### src/rtl/pe_ws_gen.sv
// rtl/pe_ws_gen.sv - weight-stationary systolic PE (shadow/active weight, MAC); PE_SAT_EN enables saturating add
module pe_ws_gen #(
    parameter int ACT_W = 9,
    parameter int WGT_W = 9,
    parameter int ACC_W = 32
) (
    input  logic             PE_clk,
    input  logic             PE_rst_n,
    input  logic             PE_mode,
    input  logic             PE_wgt_vld_in,
    input  logic [WGT_W-1:0] PE_wgt_in,
    output logic             PE_wgt_vld_out,
    output logic [WGT_W-1:0] PE_wgt_out,
    input  logic             PE_swap,
    input  logic             PE_act_vld_in,
    input  logic [ACT_W-1:0] PE_act_in,
    output logic             PE_act_vld_out,
    output logic [ACT_W-1:0] PE_act_out,
    input  logic [ACC_W-1:0] PE_psum_in,
    output logic             PE_psum_vld_out,
    output logic [ACC_W-1:0] PE_psum_out,
    input  logic             PE_clr_ovf,
    output logic             PE_ovf,
    output logic [1:0]       PE_wstate
);

    localparam int PROD_W = ACT_W + WGT_W;

    generate
        if (ACC_W < PROD_W + 1) begin : g_bad_acc_w
            $error("pe_ws_gen: ACC_W must be at least ACT_W+WGT_W+1");
        end
    endgenerate

    typedef enum logic [1:0] {
        W_EMPTY  = 2'd0,
        W_SHADOW = 2'd1,
        W_ACTIVE = 2'd2,
        W_BOTH   = 2'd3
    } wstate_e;

    wstate_e           wstate_q, wstate_d;
    logic [WGT_W-1:0]  shadow_q, shadow_d;
    logic [WGT_W-1:0]  active_q, active_d;
    logic [WGT_W-1:0]  wgt_out_q, wgt_out_d;
    logic              wgt_vld_q, wgt_vld_d;
    logic [ACT_W-1:0]  act_out_q, act_out_d;
    logic              act_vld_q, act_vld_d;
    logic [ACC_W-1:0]  psum_out_q, psum_out_d;
    logic              psum_vld_q, psum_vld_d;
    logic              ovf_q, ovf_d;

    logic                     load, comp, do_swap, shadow_vld, active_vld, ovf_det;
    logic signed [WGT_W-1:0]  wgt_eff;
    logic signed [PROD_W-1:0] prod;
    logic signed [ACC_W-1:0]  prod_ext;
    logic signed [ACC_W:0]    sum_ext;
    logic [ACC_W-1:0]         psum_res;

    always_comb begin
        wstate_d   = wstate_q;
        shadow_d   = shadow_q;
        active_d   = active_q;
        wgt_out_d  = wgt_out_q;
        wgt_vld_d  = 1'b0;
        act_out_d  = act_out_q;
        act_vld_d  = 1'b0;
        psum_out_d = psum_out_q;
        psum_vld_d = 1'b0;

        shadow_vld = (wstate_q == W_SHADOW) || (wstate_q == W_BOTH);
        active_vld = (wstate_q == W_ACTIVE) || (wstate_q == W_BOTH);
        load       = PE_mode & PE_wgt_vld_in;
        comp       = ~PE_mode & PE_act_vld_in;
        do_swap    = PE_swap & shadow_vld;

        if (load) begin
            shadow_d  = PE_wgt_in;
            wgt_out_d = shadow_q;
            wgt_vld_d = shadow_vld;
        end
        if (do_swap) begin
            active_d = shadow_q;
        end

        unique case (wstate_q)
            W_EMPTY:  if (load) wstate_d = W_SHADOW;
            W_SHADOW: if (do_swap) wstate_d = load ? W_BOTH : W_ACTIVE;
            W_ACTIVE: if (load) wstate_d = W_BOTH;
            W_BOTH:   if (do_swap) wstate_d = load ? W_BOTH : W_ACTIVE;
            default:  wstate_d = W_EMPTY;
        endcase

        // MAC sees the pre-swap active weight; no active weight multiplies as zero
        wgt_eff  = active_vld ? $signed(active_q) : '0;
        prod     = PROD_W'($signed(PE_act_in)) * PROD_W'(wgt_eff);
        prod_ext = ACC_W'(prod);
        sum_ext  = (ACC_W+1)'($signed(PE_psum_in)) + (ACC_W+1)'(prod_ext);
        ovf_det  = sum_ext[ACC_W] ^ sum_ext[ACC_W-1];

`ifdef PE_SAT_EN
        if (ovf_det) begin
            psum_res = sum_ext[ACC_W] ? {1'b1, {(ACC_W-1){1'b0}}} : {1'b0, {(ACC_W-1){1'b1}}};
        end else begin
            psum_res = sum_ext[ACC_W-1:0];
        end
        ovf_d = (ovf_q & ~PE_clr_ovf) | (comp & ovf_det);
`else
        psum_res = sum_ext[ACC_W-1:0];
        ovf_d    = 1'b0;
`endif

        if (comp) begin
            act_out_d  = PE_act_in;
            act_vld_d  = 1'b1;
            psum_out_d = psum_res;
            psum_vld_d = 1'b1;
        end
    end

`ifndef PE_SAT_EN
    logic unused_nosat;
    assign unused_nosat = ^{PE_clr_ovf, ovf_det, sum_ext[ACC_W]};
`endif

    always_ff @(posedge PE_clk or negedge PE_rst_n) begin
        if (!PE_rst_n) begin
            wstate_q   <= W_EMPTY;
            shadow_q   <= '0;
            active_q   <= '0;
            wgt_out_q  <= '0;
            wgt_vld_q  <= 1'b0;
            act_out_q  <= '0;
            act_vld_q  <= 1'b0;
            psum_out_q <= '0;
            psum_vld_q <= 1'b0;
            ovf_q      <= 1'b0;
        end else begin
            wstate_q   <= wstate_d;
            shadow_q   <= shadow_d;
            active_q   <= active_d;
            wgt_out_q  <= wgt_out_d;
            wgt_vld_q  <= wgt_vld_d;
            act_out_q  <= act_out_d;
            act_vld_q  <= act_vld_d;
            psum_out_q <= psum_out_d;
            psum_vld_q <= psum_vld_d;
            ovf_q      <= ovf_d;
        end
    end

    assign PE_wgt_vld_out  = wgt_vld_q;
    assign PE_wgt_out      = wgt_out_q;
    assign PE_act_vld_out  = act_vld_q;
    assign PE_act_out      = act_out_q;
    assign PE_psum_vld_out = psum_vld_q;
    assign PE_psum_out     = psum_out_q;
    assign PE_ovf          = ovf_q;
    assign PE_wstate       = wstate_q;

endmodule

### config.mk
export PLATFORM = sky130hd
export DESIGN_NAME = pe_ws_gen
export DESIGN_NICKNAME = d
export VERILOG_FILES = /design/src/rtl/pe_ws_gen.sv
export SDC_FILE = /design/constraint.sdc
export NUM_CORES = 1
export LEC_CHECK = 0
export BUFFER_PORTS_ARGS = -buffer_cell sky130_fd_sc_hd__buf_2
export CAP_MARGIN = 20
export CORE_ASPECT_RATIO = 2
export CORE_MARGIN = 4
export CORE_UTILIZATION = 50
export CTS_CLUSTER_SIZE = 28
export DETAILED_ROUTE_END_ITERATION = 10
export PLACE_DENSITY_LB_ADDON = 0.3
export SLEW_MARGIN = 20
export SYNTH_ARGS = -nofsm -noshare
export SYNTH_HDL_FRONTEND = slang
export SYNTH_SLANG_ARGS = --single-unit
### constraint.sdc
create_clock -name PE_clk -period 6.45 [get_ports PE_clk]
set_input_delay 1.29 -clock PE_clk [delete_from_list [all_inputs] [get_ports PE_clk]]
set_output_delay 1.29 -clock PE_clk [all_outputs]
set_load 0.02 [all_outputs]
* Word level (Yosys, flattened, before mapping)
Cells that the tools add are included.
** Cells by class
- Multiply operators :: 1
- Bitwise operators :: 4
- Reductions and logical operators :: 5
- Equal/unequal tests :: 6
- $add $sub $neg :: 1
- Mux-type cells :: 8
** Operator list (number)
- adder 32 x 18 -> 32 bit :: 1
- multiplier 9 x 9 -> 18 bit :: 1
- two-way mux 9 bit :: 1
- two-way mux 2 bit :: 3
- one-hot mux 2 bit (3 select lines) :: 1
- == test 2 bit (second input constant) :: 2
- inequality test 2 bit (second input constant) :: 2
- bitwise AND 1 bit :: 3
- two-way mux 1 bit :: 3
- AND reduction 3 bit :: 1
- == test 2 x 1 -> 1 bit (second input constant) :: 1
- zero test 2 bit :: 1
- logical OR 1 bit :: 2
- inequality test 2 x 1 -> 1 bit (second input constant) :: 1
- OR reduction 2 bit :: 1
- NOT 1 bit :: 1
** Word-level totals
- Output and inout port bits :: 56
- Register bits after elaboration :: 72

* Longest topological paths before layout
- Depth after elaboration :: 5
- Gate-level depth with buffers :: 22
- Mapped depth without buffers :: 20

* Worst setup path before layout
No wires, ideal clock.
- Path type :: in2reg
- Start :: input PE_act_in[8]
- End :: register psum_out_q[29], in the netlist PE_psum_out[29]
- Path buffers :: 2
- Stages on the path :: 19
- Arrival :: 6472 ps
- Setup slack :: -93 ps
- Setup time :: 71 ps
- Path through :: clkbuf_1 -> nand2_1 -> fa_1 -> fa_1 -> fa_1 -> inv_1 -> fa_1 -> inv_1 -> fa_1 -> inv_1 -> ha_1 -> buf_4 -> a21o_1 -> a21o_1 -> a21o_1 -> a211oi_1 -> o21ai_0 -> a211o_2 -> nand4_1
** On the way
- Longest elaborated chain between the ends :: 2
** RTL lines
- start: declaration :: RTL line 16 : input logic [ACT_W-1:0] PE_act_in,
- multiplier 9 x 9 -> 18 bit :: RTL line 96 : prod = PROD_W'($signed(PE_act_in)) * PROD_W'(wgt_eff);
- adder 32 x 18 -> 32 bit :: RTL line 98 : sum_ext = (ACC_W+1)'($signed(PE_psum_in)) + (ACC_W+1)'(prod_ext);
- end signal: assignment :: RTL line 146 : psum_out_q <= psum_out_d;
- end: declaration :: RTL line 49 : logic [ACC_W-1:0] psum_out_q, psum_out_d;
No other way between the ends.
A chain may end at the register's enable or synchronous reset.

* Worst setup path after layout
- Start :: input PE_act_in[8]
- End :: register psum_out_q[28], in the netlist PE_psum_out[28]
Same word-level chain as after synthesis.

==> metrics <==
vias in the first global route=7432; Max Slew Vio Count=0; slowest CP cell=fa_1; initial antenna violation count=1; Die Area=0.0192 mm²; GRT Total Usage=0.242; clk_lat worst skew=350 ps; Final Wtd Congestion=1.02; top cell family by delay on the critical path=adder cells; Synth warnings=0; Initial DRT Pass Iterations=4; vias per cell=5.30; crit-path cells=buf_2 -> nand2_1 -> fa_1 -> fa_2 -> fa_2 -> inv_2 -> fa_1 -> inv_1 -> fa_1 -> inv_1 -> ha_1 -> a21oi_1 -> o21ai_0 -> o311ai_0 -> a21boi_0 -> a311oi_2 -> xor2_1 -> o21ai_0; dpl cell area=0.00966 mm²; crit path DAT=6380 ps; post-CTS setup buffer count=0; grt total ovfl=0; Worst Clk Skew=13.7 ps; CTS tree=done; outcome=completed; crit-path max FO=8; critical path's most frequent cell=fa_1; DR DRC count=0; Die H=192 µm; Post-Synth Simple-Gate Area=0.132; via count=6844; share of post-route cells with drive strength above 1=0.231; Final setup viols=0; final hold vios=0; Routed Antenna Nets=0; io pins=113; Post-synth EDFFs=0; number of library cell types mapped by synthesis=63; Avg Cell Area, Syn=9.15 µm²; final net count=1327; Max Clock Freq=162 MHz; Post-Synthesis Net Count=1171; FF+latch count, synth=72; die width=99.9 µm; Cell Area, Synth=0.00845 mm²; effective utilization at floorplan=0.506; Worst EP required=6650 ps; Syn-to-layout area delta=18.6%; buffers plus inverters on the worst setup path=4; top_reg_cell synth=dfrtp_1; Seq/Total Area, Yosys=0.213; CP Launch Type=input pin; core area=0.0167 mm²; # H-tree levels=3; Final Critical Period=6180 ps; share of flip-flops with an asynchronous set or reset=1.00; CTS Buf Count=9; Yosys top cell area share=0.270; Synth area leader=fa_1; Setup CP Type=in -> reg; Max-Slew Margin vs Limit=0.358; largest family of logic cells by synthesized area=adder cells; flop2flop setup slack=440 ps; Max Cap Viol=0; Root Driver=clkbuf_16; Synth area leaders=fa_1 27%, dfrtp_1 21%, ha_1 11%, inv_1 9.2%, nand2_1 6.0%; worst min-delay path category=reg -> reg; max incr delay on CP=620 ps; Post-Synth Adder-Cell Area=0.384; final period utilization=0.958; row count=67; Post-Synth XOR/XNOR Area=0.0259; Compound-Gate Fraction of Synth Area=0.0974; first-pass GRT wire length=35700 µm; RSZ-0062 raised after global routing=false; Max clock buf depth=2; final WL=22000 µm; Detailed Route Iter0 Violations=229; dpl hpwl=18400 µm; DR WL/cell=17.0 µm; clk sinks=72; CP endpoint kind=flop; clock-pin transition on the worst setup and hold timing paths=60 ps; mux contribution to synthesized area=0.0360; Port Buf Inserts=110; Syn Inst Count=923; post-route design area=0.0100 mm²; pin count of the biggest net entering global routing=73; Tightest Pin Transition=963 ps
## metrics by stage
stage               cells  setup WS (ps)   util  TNS [ps]  hold slack [ps]
CTS                  1291            200  0.599         0              475
global placement     1275           -177  0.579      -505              455
global route         1292           16.2  0.601         0              508
floorplan             923           59.3      -         0              479
detailed placement   1275           -144  0.579      -500              457
finish               1292            272  0.601         0              471
## Yosys cell counts (all sizes together), types with 4 or more instances
cell    number
a211oi       4
a21o         8
a21oi       34
a31oi        4
and2         8
and3        29
buf         12
clkbuf      27
dfrtp       72
fa         114
ha          77
inv        207
mux2        27
nand2      135
nand2b       4
nand3       11
nand4        9
nor2        19
o211ai       7
o21ai       42
o21bai       5
xnor2       13
xor2        12
## cell type report
| type | instances | area [µm²] |
|---|---|---|
| Clock inverter | 6 | 91.3 |
| Timing Repair Buffer | 184 | 1110 |
| Clock buffer | 10 | 229 |
| Antenna cell | 1 | 2.50 |
| Multi-Input combinational cell | 605 | 5750 |
| Tap cell | 207 | 259 |
| Fill cell | 1456 | 6660 |
| Inverter | 207 | 781 |
| Sequential cell | 72 | 1800 |
## worst register-to-register path, delay by kind of cell (launching register included)
family | cells | cell delay (ps)
flip-flops | 1 | 540
AND/OR/NAND/NOR | 2 | 660
buffers and inverters | 4 | 370
XOR/XNOR | 1 | 220
AO/OA/AOI/OAI | 6 | 1290
adder cells (fa/ha/maj) | 6 | 2810
## final timing paths
check / cells after the start / endpoint / start
worst max-delay path: 18 / PE_psum_out[28] / PE_act_in[8]
min in group asynchronous: 1 / PE_psum_out[14] / PE_rst_n
worst min register to register: 2 / PE_psum_out[9] / PE_psum_out[9]
worst min-delay path: 2 / PE_psum_out[9] / PE_psum_out[9]
worst max register to register: 19 / PE_psum_out[25] / PE_wstate[1]
max in group asynchronous: 1 / PE_psum_out[10] / PE_rst_n
## routing by layer
metal / global-route usage / part of all wire / wire length (µm)
met1: 0.227 / 0.31 / 6870
met2: 0.466 / 0.57 / 12500
met3: 0.0269 / 0.034 / 758
met4: 0.174 / 0.087 / 1910
met5: 0 / 0 / 0
## sequential cells by signal (all words and copies together), names as in the netlist
| signal | cells |
|---|---|
| PE_psum_vld_out | 1 |
| PE_wgt_out | 9 |
| PE_act_out | 9 |
| active_q | 9 |
| PE_psum_out | 32 |
| shadow_q | 9 |
| PE_wgt_vld_out | 1 |
| PE_wstate | 2 |
## cells by family (layout without fill, tap and decap cells)
logic type,Yosys count,after routing
buffers and inverters,246,407
flip-flops,72,72
AND/OR/NAND/NOR,235,235
adder cells (fa/ha/maj),191,191
XOR/XNOR,25,25
multiplexers,27,27
other,1,2
AO/OA/AOI/OAI,126,126
## timing repair
item / 4_1_cts / 5_1_grt
resized for setup: 0 / 7
hold buffers: 0 / 0
endpoints found under the setup margin: 0 / 4
## layout by cell type (no fill, tap or decap), types with 3 or more instances in the layout
master	count
nand2_1	134
nor2b_1	3
ha_1	77
o211ai_1	6
clkbuf_16	9
buf_4	75
o21bai_1	5
buf_2	109
nand3_1	10
fa_2	3
a21o_1	8
xnor2_1	13
nand4_1	9
or3_1	3
mux2_2	27
o21ai_0	40
dfrtp_1	72
a211oi_1	3
xor2_1	12
and2_1	7
o21a_1	3
nand3b_1	3
a21oi_1	31
nand2b_1	3
nor2_1	18
and3_1	29
fa_1	111
a31oi_1	3
inv_1	205
Power is not shown: default switching activity piles up to over one toggle a cycle in this logic, so the estimate is an artifact.
